[config.mk]
export PLATFORM = sky130hd
export DESIGN_NAME = ysyx_23060203_axi_rd_xbar_flat
export DESIGN_NICKNAME = d
export VERILOG_FILES = /design/src/rtl/ysyx_23060203_axi_rd_xbar_pkg.sv /design/src/rtl/ysyx_23060203_axi_rd_xbar_if.sv /design/src/rtl/ysyx_23060203_axi_rd_xbar_addr_dec.sv /design/src/rtl/ysyx_23060203_axi_rd_xbar.sv /design/src/flat_wrapper.sv
export SDC_FILE = /design/constraint.sdc
export NUM_CORES = 1
export LEC_CHECK = 0
export ABC_CLOCK_PERIOD_IN_PS = 2700
export BUFFER_PORTS_ARGS = -buffer_cell sky130_fd_sc_hd__buf_2
export CAP_MARGIN = 10
export CORE_AREA = 2 2 102 104
export CTS_CLUSTER_SIZE = 30
export DETAILED_ROUTE_END_ITERATION = 10
export DIE_AREA = 0 0 104 106
export PLACE_DENSITY = 0.71
export SLEW_MARGIN = 15
export SYNTH_ARGS = -nofsm -noshare
export SYNTH_HDL_FRONTEND = slang
export SYNTH_SLANG_ARGS = --single-unit
export TNS_END_PERCENT = 1
[constraint.sdc]
create_clock -name clock -period 2.7 [get_ports clock]
set_clock_uncertainty 0.15 [all_clocks]
set_input_delay 0.27 -clock clock [delete_from_list [all_inputs] [get_ports clock]]
set_output_delay 0.27 -clock clock [all_outputs]
set_load 0.005 [all_outputs]
[src/rtl/ysyx_23060203_axi_rd_xbar_pkg.sv]
// Shared types and constants for the AXI read/write crossbars.
//   state_e  : crossbar FSM states
//   target_e : address-decode result
//   RESP_*   : AXI response codes used by the crossbar
//   DEF_*    : default address windows
//   in_window: 33-bit window test, so base+size never wraps
package ysyx_23060203_xbar_pkg;

  typedef enum logic [1:0] {IDLE, AR, R, ERR} state_e;
  typedef enum logic [1:0] {TGT_CLINT, TGT_MEM, TGT_ERR} target_e;

  localparam logic [1:0] RESP_OKAY   = 2'b00;
  localparam logic [1:0] RESP_DECERR = 2'b11;

  localparam logic [31:0] DEF_CLINT_BASE = 32'h0200_0000;
  localparam logic [31:0] DEF_CLINT_SIZE = 32'h0001_0000;
  localparam logic [31:0] DEF_MEM_BASE   = 32'h8000_0000;
  localparam logic [31:0] DEF_MEM_SIZE   = 32'h0800_0000;

  // base <= a < base+size, computed with a carry bit so a window reaching
  // the top of the address space still has a correct upper bound.
  function automatic logic in_window(input logic [31:0] a,
                                     input logic [31:0] base,
                                     input logic [31:0] size);
    logic [32:0] x, lo, hi;
    x  = {1'b0, a};
    lo = {1'b0, base};
    hi = lo + {1'b0, size};
    return (x >= lo) && (x < hi);
  endfunction

endpackage

[src/rtl/ysyx_23060203_axi_rd_xbar_if.sv]
// AXI read-channel bundle (AR + R).
//   in  : view of the block that accepts reads (slave side)
//   out : view of the block that issues reads (master side)
interface ysyx_23060203_axi_if;
  logic        arvalid;
  logic        arready;
  logic [31:0] araddr;
  logic [3:0]  arid;
  logic [7:0]  arlen;
  logic        rvalid;
  logic        rready;
  logic [31:0] rdata;
  logic [1:0]  rresp;
  logic [3:0]  rid;
  logic        rlast;

  modport in  (input  arvalid, araddr, arid, arlen, rready,
               output arready, rvalid, rdata, rresp, rid, rlast);
  modport out (output arvalid, araddr, arid, arlen, rready,
               input  arready, rvalid, rdata, rresp, rid, rlast);
endinterface

[src/rtl/ysyx_23060203_axi_rd_xbar_addr_dec.sv]
// Combinational address decoder shared by the read and write crossbars.
//   addr : byte address to decode
//   tgt  : TGT_CLINT / TGT_MEM when inside a window, TGT_ERR otherwise
module ysyx_23060203_addr_dec
  import ysyx_23060203_xbar_pkg::*;
#(
  parameter logic [31:0] CLINT_BASE = DEF_CLINT_BASE,
  parameter logic [31:0] CLINT_SIZE = DEF_CLINT_SIZE,
  parameter logic [31:0] MEM_BASE   = DEF_MEM_BASE,
  parameter logic [31:0] MEM_SIZE   = DEF_MEM_SIZE
) (
  input  logic [31:0] addr,
  output target_e     tgt
);

  always_comb begin
    tgt = TGT_ERR;
    if (in_window(addr, CLINT_BASE, CLINT_SIZE))
      tgt = TGT_CLINT;
    else if (in_window(addr, MEM_BASE, MEM_SIZE))
      tgt = TGT_MEM;
  end

endmodule

[src/rtl/ysyx_23060203_axi_rd_xbar.sv]
// Read-channel crossbar: one master port to CLINT and main memory.
// One outstanding read; the AR is registered before being forwarded, the
// returned beats carry the master's ARID, and unmapped reads are answered
// locally with a DECERR burst of arlen+1 beats.
//   clock, reset : clock, synchronous active-high reset
//   up           : master side (core LSU/IFU)
//   clint        : CLINT uptime device
//   mem          : main memory
module ysyx_23060203_axi_rd_xbar
  import ysyx_23060203_xbar_pkg::*;
#(
  parameter logic [31:0] CLINT_BASE = DEF_CLINT_BASE,
  parameter logic [31:0] CLINT_SIZE = DEF_CLINT_SIZE,
  parameter logic [31:0] MEM_BASE   = DEF_MEM_BASE,
  parameter logic [31:0] MEM_SIZE   = DEF_MEM_SIZE
) (
  input  logic              clock,
  input  logic              reset,
  ysyx_23060203_axi_if.in   up,
  ysyx_23060203_axi_if.out  clint,
  ysyx_23060203_axi_if.out  mem
);

  state_e      state;
  target_e     tgt, dec_tgt;
  logic        arready_q;
  logic [31:0] addr_q;
  logic [3:0]  id_q;
  logic [7:0]  len_q, cnt_q;
  logic        sel_arready, up_rhs;

  // Slave rid is replaced by the latched master id.
  logic        unused_rid;
  assign unused_rid = ^{clint.rid, mem.rid};

  ysyx_23060203_addr_dec #(
    .CLINT_BASE(CLINT_BASE), .CLINT_SIZE(CLINT_SIZE),
    .MEM_BASE(MEM_BASE),     .MEM_SIZE(MEM_SIZE)
  ) u_dec (
    .addr(up.araddr),
    .tgt (dec_tgt)
  );

  assign sel_arready = (tgt == TGT_CLINT) ? clint.arready : mem.arready;
  assign up_rhs      = up.rvalid && up.rready;

  always_ff @(posedge clock) begin
    if (reset) begin
      state     <= IDLE;
      tgt       <= TGT_ERR;
      arready_q <= 1'b0;
      addr_q    <= '0;
      id_q      <= '0;
      len_q     <= '0;
      cnt_q     <= '0;
    end else begin
      case (state)
        IDLE: begin
          arready_q <= 1'b1;
          if (up.arvalid && arready_q) begin
            addr_q    <= up.araddr;
            id_q      <= up.arid;
            len_q     <= up.arlen;
            cnt_q     <= up.arlen;
            tgt       <= dec_tgt;
            arready_q <= 1'b0;
            state     <= (dec_tgt == TGT_ERR) ? ERR : AR;
          end
        end
        AR: if (sel_arready) state <= R;
        R: if (up_rhs && up.rlast) begin
          state     <= IDLE;
          arready_q <= 1'b1;
        end
        ERR: if (up.rready) begin
          if (cnt_q == 8'd0) begin
            state     <= IDLE;
            arready_q <= 1'b1;
          end else begin
            cnt_q <= cnt_q - 8'd1;
          end
        end
        default: state <= IDLE;
      endcase
    end
  end

  // Master-facing outputs: zero outside R/ERR so idle values are clean.
  always_comb begin
    up.arready = arready_q;
    up.rvalid  = 1'b0;
    up.rdata   = '0;
    up.rresp   = RESP_OKAY;
    up.rid     = '0;
    up.rlast   = 1'b0;
    case (state)
      R: begin
        up.rid = id_q;
        if (tgt == TGT_CLINT) begin
          up.rvalid = clint.rvalid;
          up.rdata  = clint.rdata;
          up.rresp  = clint.rresp;
          up.rlast  = clint.rlast;
        end else begin
          up.rvalid = mem.rvalid;
          up.rdata  = mem.rdata;
          up.rresp  = mem.rresp;
          up.rlast  = mem.rlast;
        end
      end
      ERR: begin
        up.rvalid = 1'b1;
        up.rresp  = RESP_DECERR;
        up.rid    = id_q;
        up.rlast  = (cnt_q == 8'd0);
      end
      default: ;
    endcase
  end

  // Slave-facing outputs come only from registers, never from up.ar*.
  always_comb begin
    clint.araddr  = addr_q;
    clint.arid    = id_q;
    clint.arlen   = len_q;
    mem.araddr    = addr_q;
    mem.arid      = id_q;
    mem.arlen     = len_q;
    clint.arvalid = (state == AR) && (tgt == TGT_CLINT);
    mem.arvalid   = (state == AR) && (tgt == TGT_MEM);
    clint.rready  = (state == R)  && (tgt == TGT_CLINT) && up.rready;
    mem.rready    = (state == R)  && (tgt == TGT_MEM)   && up.rready;
  end

endmodule

[src/flat_wrapper.sv]
// flat-port wrapper written by rule: the top's interface ports become plain ports
module ysyx_23060203_axi_rd_xbar_flat import ysyx_23060203_xbar_pkg::*;
#(
  parameter logic [31:0] CLINT_BASE = DEF_CLINT_BASE,
  parameter logic [31:0] CLINT_SIZE = DEF_CLINT_SIZE,
  parameter logic [31:0] MEM_BASE   = DEF_MEM_BASE,
  parameter logic [31:0] MEM_SIZE   = DEF_MEM_SIZE
)
  (clock, reset, up_arvalid, up_araddr, up_arid, up_arlen, up_rready, up_arready, up_rvalid, up_rdata, up_rresp, up_rid, up_rlast, clint_arvalid, clint_araddr, clint_arid, clint_arlen, clint_rready, clint_arready, clint_rvalid, clint_rdata, clint_rresp, clint_rid, clint_rlast, mem_arvalid, mem_araddr, mem_arid, mem_arlen, mem_rready, mem_arready, mem_rvalid, mem_rdata, mem_rresp, mem_rid, mem_rlast);
  ysyx_23060203_axi_if up_i ();
  ysyx_23060203_axi_if clint_i ();
  ysyx_23060203_axi_if mem_i ();
  input  logic clock;
  input  logic reset;
  input wire logic [$bits(up_i.arvalid)-1:0] up_arvalid;
  input wire logic [$bits(up_i.araddr)-1:0] up_araddr;
  input wire logic [$bits(up_i.arid)-1:0] up_arid;
  input wire logic [$bits(up_i.arlen)-1:0] up_arlen;
  input wire logic [$bits(up_i.rready)-1:0] up_rready;
  output wire logic [$bits(up_i.arready)-1:0] up_arready;
  output wire logic [$bits(up_i.rvalid)-1:0] up_rvalid;
  output wire logic [$bits(up_i.rdata)-1:0] up_rdata;
  output wire logic [$bits(up_i.rresp)-1:0] up_rresp;
  output wire logic [$bits(up_i.rid)-1:0] up_rid;
  output wire logic [$bits(up_i.rlast)-1:0] up_rlast;
  output wire logic [$bits(clint_i.arvalid)-1:0] clint_arvalid;
  output wire logic [$bits(clint_i.araddr)-1:0] clint_araddr;
  output wire logic [$bits(clint_i.arid)-1:0] clint_arid;
  output wire logic [$bits(clint_i.arlen)-1:0] clint_arlen;
  output wire logic [$bits(clint_i.rready)-1:0] clint_rready;
  input wire logic [$bits(clint_i.arready)-1:0] clint_arready;
  input wire logic [$bits(clint_i.rvalid)-1:0] clint_rvalid;
  input wire logic [$bits(clint_i.rdata)-1:0] clint_rdata;
  input wire logic [$bits(clint_i.rresp)-1:0] clint_rresp;
  input wire logic [$bits(clint_i.rid)-1:0] clint_rid;
  input wire logic [$bits(clint_i.rlast)-1:0] clint_rlast;
  output wire logic [$bits(mem_i.arvalid)-1:0] mem_arvalid;
  output wire logic [$bits(mem_i.araddr)-1:0] mem_araddr;
  output wire logic [$bits(mem_i.arid)-1:0] mem_arid;
  output wire logic [$bits(mem_i.arlen)-1:0] mem_arlen;
  output wire logic [$bits(mem_i.rready)-1:0] mem_rready;
  input wire logic [$bits(mem_i.arready)-1:0] mem_arready;
  input wire logic [$bits(mem_i.rvalid)-1:0] mem_rvalid;
  input wire logic [$bits(mem_i.rdata)-1:0] mem_rdata;
  input wire logic [$bits(mem_i.rresp)-1:0] mem_rresp;
  input wire logic [$bits(mem_i.rid)-1:0] mem_rid;
  input wire logic [$bits(mem_i.rlast)-1:0] mem_rlast;
  assign up_i.arvalid = up_arvalid;
  assign up_i.araddr = up_araddr;
  assign up_i.arid = up_arid;
  assign up_i.arlen = up_arlen;
  assign up_i.rready = up_rready;
  assign up_arready = up_i.arready;
  assign up_rvalid = up_i.rvalid;
  assign up_rdata = up_i.rdata;
  assign up_rresp = up_i.rresp;
  assign up_rid = up_i.rid;
  assign up_rlast = up_i.rlast;
  assign clint_arvalid = clint_i.arvalid;
  assign clint_araddr = clint_i.araddr;
  assign clint_arid = clint_i.arid;
  assign clint_arlen = clint_i.arlen;
  assign clint_rready = clint_i.rready;
  assign clint_i.arready = clint_arready;
  assign clint_i.rvalid = clint_rvalid;
  assign clint_i.rdata = clint_rdata;
  assign clint_i.rresp = clint_rresp;
  assign clint_i.rid = clint_rid;
  assign clint_i.rlast = clint_rlast;
  assign mem_arvalid = mem_i.arvalid;
  assign mem_araddr = mem_i.araddr;
  assign mem_arid = mem_i.arid;
  assign mem_arlen = mem_i.arlen;
  assign mem_rready = mem_i.rready;
  assign mem_i.arready = mem_arready;
  assign mem_i.rvalid = mem_rvalid;
  assign mem_i.rdata = mem_rdata;
  assign mem_i.rresp = mem_rresp;
  assign mem_i.rid = mem_rid;
  assign mem_i.rlast = mem_rlast;
  ysyx_23060203_axi_rd_xbar #(.CLINT_BASE(CLINT_BASE), .CLINT_SIZE(CLINT_SIZE), .MEM_BASE(MEM_BASE), .MEM_SIZE(MEM_SIZE)) u_core (.clock(clock), .reset(reset), .up(up_i), .clint(clint_i), .mem(mem_i));
endmodule
==> results.cfg, run 1 <==
[outcome]
status = finished clean

[synthesis]
synthCells = 498
synth_top_flop_cell = dfxtp_1
yosysUniqueCellTypes = 47
synth_top_cell_area_share_pct = 33.22
ys_ff_latch = 57
yosysTopAreaCell = dfxtp_1
async_flop_share_pct = 0
yosysWarnings = 0
synth_area_um2 = 3435
seq_area_frac_synth_pct = 33.22
synthesis.nets = 634
synth_edf_count = 0
synthTopCellsByArea = dfxtp_1 33%, nand2_1 17%, a21oi_1 13%
syn_avg_cell_area_um2 = 6.897

[timing]
slew_headroom_pct = 26.21
setup_violations = 0
whs_ns = 0.02289
grt_setup_unrepaired = false
min_period_ns = 2.425
slew_violations = 0
fmax_mhz = 412.4
hold_viol = 0
worst_slew_pin_slew_ns = 1.107
tns_ns = 0
period_share_pct = 89.81

[global_route]
antenna_found_initial = 1
overflow = 0
grt_pass1_wl_mm = 17.80
grt_max_degree = 63
gr-usage-all-layers_pct = 20.05
grt_pass1_vias = 3637

[floorplanning]
rows = 37
dieHeight_um = 106
start_util_pct = 34.35
die_area_um2 = 11020
die_w_um = 104
core_area_um2 = 10000
pin_count = 263

[place]
dpl_cell_area_um2 = 4493
gp_congestion = 0.9126
port-buffer-count = 254
dp_hpwl_mm = 9.201

[cts]
clk_pin_slew_ns = 0.08
cts.sinks = 57
postCtsHoldBufs = 0
clock_path_buffers = 2
root_buffer = clkbuf_8
clock_latency_ns = 0.33
cts_buffers = 9
cts_setup_buffers = 0
cts_tree = yes
cts-htree-levels = 3
ctsResizeCount = 0

[pwr]
power.density_nw_per_um2 = 750.7
max-vdd-ir-drop_uv = 444.4
leakage_nw = 2.389

[finish]
layout-drive-gt1-share_pct = 40.51
fillers = 1058
multi_input_area_um2 = 1802
nets = 833
area.growth.synth_to_final_pct = 35.81
seqCellArea_um2 = 1141
fin_area_um2 = 4664

[setup_path]
cp_cell_sequence = or2_1, buf_4, nand2_1, a21oi_1, buf_2
cpMaxStageDelayCell = dfxtp_1
cp_data_arrival_time_ns = 2.00
cp-start-kind = register
cp-end-kind = output port
crit_type = reg2out
critPathMaxStageDelay_ns = 0.50
critPathMaxFanout = 20
crit_required_ns = 2.28

[min_path]
hp-class = in2reg

[route]
drc = 0
vias = 4062
dr.pass1.iters = 5
routed_via_density = 4.847
wl_mm = 11.76
antenna_left = 0
wl_per_cell_um = 14.04
drt_iter0_markers = 247

[flow_run]
cap_violations = 0
==> final cells by class <==
| class | instances | area share (%) |
|---|---|---|
| well taps | 136 | 3.648 |
| clock inverters | 6 | 0.9657 |
| repair buffers | 264 | 28.86 |
| flip-flops and latches | 57 | 24.46 |
| clock buffers | 9 | 2.656 |
| inverters | 9 | 0.7242 |
| multi-input cells | 356 | 38.63 |
| diodes | 1 | 0.05365 |
==> critical path, delay by kind of cell, from the launching register on <==
family	cells	cell delay, ns
compound gates	1	0.19
buf+inv	2	0.46
flops	1	0.50
simple gates	2	0.53
==> path summary, 6_finish.rpt <==
kind / start / to / slack (ns) / cells past startpoint
min: up_araddr[13] / u_core.clint.araddr[13] / 0.02 / 3
min reg2reg: u_core.clint.araddr[13] / u_core.clint.araddr[13] / 0.32 / 2
max reg2reg: u_core.cnt_q[0] / u_core.state[0] / 0.55 / 6
max: u_core.tgt[1] / up_rdata[11] / 0.28 / 5
==> state kept, by name, indices dropped and copies added, names as in the netlist <==
signal and cells:
u_core.clint.araddr 32, u_core.clint.arlen 8, u_core.cnt_q 8, u_core.clint.arid 4, u_core.state 2, u_core.tgt 2, u_core.up.arready 1
==> logic make-up after synthesis <==
| logic type | share of synthesized area [%] |
|---|---|
| compound gates | 20.11 |
| fa+ha+maj | 2.186 |
| buf+inv | 14.57 |
| flops | 33.22 |
| mux | 2.077 |
| simple gates | 27.83 |
==> layer usage <==
layer,wire length (um),part of all wire [%],GRT usage (%)
met1,4821,41,23.04
met2,5770,49,35.57
met3,894,7.6,5.641
met4,277,2.4,7.239
met5,0,0,0
==> cells in the mapped netlist (2+ instances only) <==
| library cell | count |
|---|---|
| a21oi_1 | 88 |
| nand3b_1 | 2 |
| o2bb2ai_1 | 2 |
| o211a_1 | 2 |
| nand2b_1 | 2 |
| nor3b_1 | 2 |
| inv_1 | 8 |
| nor2b_1 | 9 |
| nor4_1 | 6 |
| mux2i_1 | 6 |
| o41ai_1 | 3 |
| nand4_1 | 3 |
| nor2_1 | 13 |
| o31ai_1 | 3 |
| ha_1 | 6 |
| nor3_1 | 3 |
| nand2_1 | 158 |
| nand3_1 | 6 |
| dfxtp_1 | 57 |
| o21ai_0 | 12 |
| buf_6 | 2 |
| buf_4 | 44 |
| or3_1 | 5 |
| clkbuf_1 | 27 |
| a31oi_1 | 6 |
| buf_1 | 2 |
==> report_power, final <==
part | switching [W] | internal, W
clock | 0.000366 | 0.000330
sequential | 0.000146 | 0.000992
combinational | 0.000967 | 0.000702
==> layout by cell type (no fill, tap or decap), types with 2 or more instances in the layout <==
cell type	n
a31oi_1	6
nor4_1	6
nand2_1	158
a21oi_1	88
clkinvlp_4	3
o31ai_1	3
nor3_1	3
ha_1	6
nand3_1	5
nor3b_1	2
clkbuf_8	9
o21ai_0	12
nor2_1	12
buf_2	254
dfxtp_1	57
or3_1	5
o41ai_1	3
mux2i_1	6
o2bb2ai_1	2
nand4_1	3
inv_1	8
buf_4	10
nand3b_1	2
nor2b_1	9
nand2b_1	2
o211a_1	2
==> stage by stage <==
| step | setup WS, ns | utilization [%] | total power [W] | std cells |
|---|---|---|---|---|
| floorplan | 0.7313 | - | 0.002208 | 498 |
| global placement | 0.6165 | 44.93 | 0.002801 | 822 |
| detailed placement | 0.5868 | 44.93 | 0.002830 | 822 |
| CTS | 0.2458 | 46.62 | 0.003540 | 837 |
| global route | 0.1135 | 46.65 | 0.003784 | 838 |
| finish | 0.2752 | 46.65 | 0.003502 | 838 |
Power figures use the tool's default switching activity.
==> run 2: changes to the inputs <==
--- a/config.mk
+++ b/config.mk
@@ -8,13 +8,15 @@
 export ABC_CLOCK_PERIOD_IN_PS = 2700
 export BUFFER_PORTS_ARGS = -buffer_cell sky130_fd_sc_hd__buf_2
 export CAP_MARGIN = 10
-export CORE_AREA = 2 2 102 104
+export CORE_AREA = 2 2 103 105
 export CTS_CLUSTER_SIZE = 30
 export DETAILED_ROUTE_END_ITERATION = 10
-export DIE_AREA = 0 0 104 106
-export PLACE_DENSITY = 0.71
+export DIE_AREA = 0 0 105 107
+export GPL_TIMING_DRIVEN = 0
+export PLACE_DENSITY = 0.69
 export SLEW_MARGIN = 15
 export SYNTH_ARGS = -nofsm -noshare
 export SYNTH_HDL_FRONTEND = slang
+export SYNTH_HIERARCHICAL = 1
 export SYNTH_SLANG_ARGS = --single-unit
 export TNS_END_PERCENT = 1
==> run 2 against run 1 <==
Clock power increased by 14%. Cell count up 6.1%. Sequential cell count unchanged. Largest cell class is now buffers.
==> results.cfg, run 2 <==
[outcome]
status = finished clean

[global_route]
overflow = 0
grt_pass1_vias = 4006
grt_pass1_wl_mm = 19.39
gr-usage-all-layers_pct = 21.81
antenna_found_initial = 1
grt_max_degree = 11

[synthesis]
synth_area_um2 = 3314
synth.most_common_cell = nand2_1
async_flop_share_pct = 0
yosysTopAreaCell = dfxtp_1
syn_avg_cell_area_um2 = 6.862
seq_area_frac_synth_pct = 34.43
synth_top_cells_by_count = 168 x nand2_1, 87 x a21oi_1, 57 x dfxtp_1, 44 x buf_4, 23 x clkbuf_1
synth_top_cell_area_share_pct = 34.43
synthesis.nets = 615
yosysUniqueCellTypes = 45
ys_ff_latch = 57
synth_edf_count = 0
synth_top_flop_cell = dfxtp_1
synthCells = 483
yosysWarnings = 6
synthTopCellsByArea = dfxtp_1 34%, nand2_1 19%, a21oi_1 13%

[finish]
layout-drive-gt1-share_pct = 44.41
nets = 879
multi_input_area_um2 = 1684
final_core_util_pct = 49.05
stdcell_count = 889
seqCellArea_um2 = 1141
largest_register_ffs = 32
final_cell_mix = 263 x buf_2, 168 x nand2_1, 87 x a21oi_1
layout_commonest_cell = buf_2
fillers = 1069
area.growth.synth_to_final_pct = 49.34

[setup_path]
critPathMaxFanout = 10
cp_data_arrival_time_ns = 2.07
crit_required_ns = 2.28
cp-start-kind = register
reg2reg_setup_slack_ns = 0.70
startpoint = u_core/tgt[0]
crit_type = reg2out
timing.rr.end = u_core/cnt_q[1]
cp-end-kind = output port
rr_startpoint = u_core/cnt_q[0]
reg2reg_depth = 8
critPathCapture = up_rdata[19]

[floorplanning]
rows = 37
pin_count = 263
dieHeight_um = 107
die_area_um2 = 11240
core_area_um2 = 10090
die_w_um = 105
start_util_pct = 32.84

[route]
dr.pass1.iters = 5
drt_iter0_markers = 213
routed_via_density = 4.685
antenna_left = 0
vias = 4165
drc = 0
wl_mm = 12.58
wl_per_cell_um = 14.15

[cts]
cts_tree = yes
postCtsHoldBufs = 0
cts_setup_buffers = 0
ctsResizeCount = 0
cts_buffers = 9
cts-htree-levels = 3
clk_pin_slew_ns = 0.07
clock_latency_ns = 0.34
cts.sinks = 57
root_buffer = clkbuf_8
clock_path_buffers = 2

[min_path]
hp-class = in2reg

[timing]
slew_violations = 0
slew_headroom_pct = 63.49
min_period_ns = 2.486
grt_setup_unrepaired = false
period_share_pct = 92.06
fin_ws_ns = 0.2145
setup_violations = 0
tns_ns = 0
fmax_mhz = 402.3
hold_viol = 0
worst_slew_pin_slew_ns = 0.5476

[pwr]
power.total_w = 0.003584
max-vdd-ir-drop_uv = 325.7
power.density_nw_per_um2 = 724.1
leakage_nw = 2.636

[place]
dp_hpwl_mm = 10.33
place_ws_ns = 0.5704
placed_cells = 872
gp_congestion = 0.8824
port-buffer-count = 253

[flow_run]
cap_violations = 0
[run 2: cell types whose count changed after synthesis, sizes merged, moves of 5 or more]
| cell | before | now |
|---|---|---|
| or3 | 5 | 0 |
| buf | 49 | 56 |
| nand3 | 6 | 1 |
| inv | 8 | 2 |
| and2 | 1 | 9 |
| nor2b | 9 | 3 |
| nand2 | 158 | 169 |
[run 2: report_power, final]
part           total (W)  switching (W)  leakage, nW  internal, W
combinational    0.00168       0.000937         2.08     0.000747
sequential       0.00111       0.000127        0.463     0.000979
clock           0.000793       0.000346       0.0953     0.000448
total            0.00358        0.00141         2.64      0.00217
[run 2: kinds of logic after synthesis]
| kind of cell | after synthesis | share of synthesized area [%] |
|---|---|---|
| adder cells (fa/ha/maj) | 2 | 0.7549 |
| multiplexers | 3 | 0.9438 |
| buffers and inverters | 81 | 14.76 |
| flip-flops | 57 | 34.43 |
| AND/OR/NAND/NOR | 223 | 29.41 |
| AO/OA/AOI/OAI | 117 | 19.71 |
[run 2: final cells by class]
cell class                 count  area share (%)
tap                          136           3.438
buffer                        79           9.732
clock inverter                 5           1.112
antenna                        1         0.05056
inverter                       2          0.1517
multi-input combinational    345           34.02
sequential                    57           23.05
clock buffer                  11           2.856
timing repair buffer         253           25.58
[run 2: how the worst min path moves through the flow]
stage                                startpoint                 endpoint  cells after the start
final                             up_araddr[10]  u_core/clint.araddr[10]                      3
after global routing              up_araddr[14]  u_core/clint.araddr[14]                      3
after CTS                          up_araddr[8]   u_core/clint.araddr[8]                      3
after detailed placement  u_core/clint.arlen[1]    u_core/clint.arlen[1]                      2
after global placement    u_core/clint.arlen[2]    u_core/clint.arlen[2]                      2
after floorplan                    up_araddr[0]   u_core/clint.araddr[0]                      2
[run 2: routing by layer]
layer / share of wire (%) / routed length, um / vias up / GRT usage, %
li1: - / - / 2071 / -
met5: 0 / 0 / - / 0
met2: 52 / 6516 / 191 / 41.33
met4: 2.7 / 345 / 0 / 10.19
met3: 7.6 / 960 / 21 / 4.863
met1: 38 / 4755 / 1882 / 22.76
[run 2: per-stage QoR]
step / hold slack [ns] / area, um2
floorplan: 0.2560 / 3314
global placement: 0.3063 / 4751
detailed placement: 0.3114 / 4751
CTS: 0.0009000 / 4947
global route: 0.007755 / 4950
finish: 0.01346 / 4950
[run 2: critical path: stages (launching register included)]
cell,delay (ns)
dfxtp_1,0.44
or2_2,0.15
clkbuf_1,0.29
clkbuf_1,0.41
nand2_1,0.12
a21oi_1,0.19
buf_2,0.14
==> run 3: changes to the inputs <==
--- a/config.mk
+++ b/config.mk
@@ -8,15 +8,13 @@
 export ABC_CLOCK_PERIOD_IN_PS = 2700
 export BUFFER_PORTS_ARGS = -buffer_cell sky130_fd_sc_hd__buf_2
 export CAP_MARGIN = 10
-export CORE_AREA = 2 2 103 105
+export CORE_AREA = 2 2 102 104
 export CTS_CLUSTER_SIZE = 30
 export DETAILED_ROUTE_END_ITERATION = 10
-export DIE_AREA = 0 0 105 107
+export DIE_AREA = 0 0 104 106
 export GPL_TIMING_DRIVEN = 0
-export PLACE_DENSITY = 0.69
+export PLACE_DENSITY = 0.71
 export SLEW_MARGIN = 15
 export SYNTH_ARGS = -nofsm -noshare
 export SYNTH_HDL_FRONTEND = slang
-export SYNTH_HIERARCHICAL = 1
 export SYNTH_SLANG_ARGS = --single-unit
-export TNS_END_PERCENT = 1
==> run 3 against run 2 <==
Maximum frequency up 1.4%. Sequential power up 4%. Core utilization up 1.8 points. Worst setup slack better by 0.034 ns. Wire length up 2.7%. Power up 3.5%. Clock power about the same. Final area up 2.7%. Non-clock buffer count down 2. Critical endpoint unchanged. Largest cell class is now multi-input combinational cells.
==> results.cfg, run 3 (synthesis gave the netlist of run 1 again) <==
[outcome]
status = finished clean

[place]
port-buffer-count = 253
gp_congestion = 0.9549
dp_hpwl_mm = 10.44

[route]
antenna_left = 0
vias = 4320
drc = 0
wl_per_cell_um = 14.27
routed_via_density = 4.773
dr.pass1.iters = 4
drt_iter0_markers = 304
wl_mm = 12.92

[cts]
cts-htree-levels = 3
clock_path_buffers = 2
clk_pin_slew_ns = 0.07
root_buffer = clkbuf_8
cts.sinks = 57
cts_setup_buffers = 0
cts_tree = yes
cts_buffers = 9
clock_latency_ns = 0.33

[timing]
tns_ns = 0
fmax_mhz = 408.0
grt_setup_unrepaired = false
setup_violations = 0
min_period_ns = 2.451
slew_violations = 0
worst_slew_pin_slew_ns = 0.6321
slew_headroom_pct = 57.47
hold_viol = 0
period_share_pct = 90.79

[finish]
final_cell_mix = 254 x buf_2, 158 x nand2_1, 88 x a21oi_1
area.growth.synth_to_final_pct = 47.94
layout_commonest_cell = buf_2
largest_register_ffs = 32
nets = 899
final_core_util_pct = 50.81
layout-drive-gt1-share_pct = 41.41

[global_route]
grt_util_met3_pct = 4.292
use_met2_pct = 41.96
grtUsageMet1_pct = 24.86
overflow = 0
grt_max_degree = 12
grt_pass1_vias = 4062
grt_pass1_wl_mm = 19.79
gr-usage-all-layers_pct = 22.22
grt.busiest_layer = met2
antenna_found_initial = 1

[floorplanning]
start_util_pct = 34.35
core_area_um2 = 10000
dieHeight_um = 106
die_area_um2 = 11020
rows = 37
pin_count = 263
die_w_um = 104

[setup_path]
crit_type = reg2out
timing.rr.end = u_core.clint.araddr[29]
cp_num_cells = 6
crit_buf_inv = 3
reg2reg_depth = 8
critPathMaxStageDelay_ns = 0.41
path_delay_family = buffers and inverters
critPathMaxFanout = 10
reg2reg_setup_slack_ns = 0.29
crit_required_ns = 2.28
cpMaxStageDelayCell = nor2_2
cp-start-kind = register
critPathCapture = up_rdata[19]
rr_startpoint = u_core.state[1]
cp_data_arrival_time_ns = 2.03
cp-end-kind = output port
cp_cell_sequence = buf_6, nor2_2, clkbuf_1, nand2_1, a21oi_1, buf_2
startpoint = u_core.tgt[1]

[flow_run]
cap_violations = 0

[pwr]
power.total_w = 0.003711
power.density_nw_per_um2 = 730.4
leakage_nw = 2.646
max-vdd-ir-drop_uv = 354.7

[min_path]
hp-class = in2reg
[run 3: cell types whose count changed in the layout (fill, tap and decap cells not counted), sizes merged, moves of 4 or more]
cell / change
mux2i: +4
nand2: -11
or3: +5
nor2b: +6
and2: -8
inv: +7
ha: +4
nand3: +5
buf: -7
[run 3: metrics by stage]
stage	instances	worst slack, ns	cell area [um2]	hold slack (ns)
finish	905	0.2487	5081	0.02265
global route	905	0.03194	5081	0.01135
CTS	904	0.2080	5079	0.0004309
detailed placement	887	0.3125	4871	0.3154
global placement	887	0.4252	4871	0.3076
floorplan	498	0.7313	3435	0.2560
[run 3: report_power, final]
| group | switching, W | internal [W] | leakage (nW) |
|---|---|---|---|
| sequential | 0.000153 | 0.000992 | 0.464 |
| clock | 0.000367 | 0.000429 | 0.0929 |
| combinational | 0.00101 | 0.000764 | 2.09 |
| total | 0.00153 | 0.00218 | 2.65 |
[run 3: tightest hold or removal path: stages]
cell and delay, ns:
buf_2 0.09, nand2_1 0.04, a21oi_1 0.05
[run 3: per-layer routing]
layer | share of wire, % | vias up | wire (um)
li1 | - | 2165 | -
met5 | 0 | - | 0
met3 | 6.9 | 16 | 889
met4 | 1.9 | 0 | 251
met1 | 40 | 1935 | 5125
met2 | 51 | 204 | 6648
[run 3: how the worst min path moves through the flow]
stage | start | end | depth (start not counted)
after floorplan | up_araddr[0] | u_core.clint.araddr[0] | 2
after global placement | u_core.clint.araddr[13] | u_core.clint.araddr[13] | 2
after detailed placement | u_core.clint.arlen[5] | u_core.clint.arlen[5] | 2
after CTS | up_araddr[15] | u_core.clint.araddr[15] | 3
after global routing | up_araddr[14] | u_core.clint.araddr[14] | 3
final | up_araddr[15] | u_core.clint.araddr[15] | 3
[run 3: timing repair]
item	in CTS	in global routing
hold buffers	1	0
endpoints found under the setup margin	1	0
gates resized for setup	1	0
endpoints found under the hold margin	1	0
[run 3: final cells by class]
type	count	area, um2
Fill cell	1036	4918
Multi-Input combinational cell	356	1795
Timing Repair Buffer	254	1276
Sequential cell	57	1141
Buffer	76	466.7
Tap cell	136	170.2
Clock buffer	10	127.6
Clock inverter	6	67.56
Inverter	9	33.78
Antenna cell	1	2.502
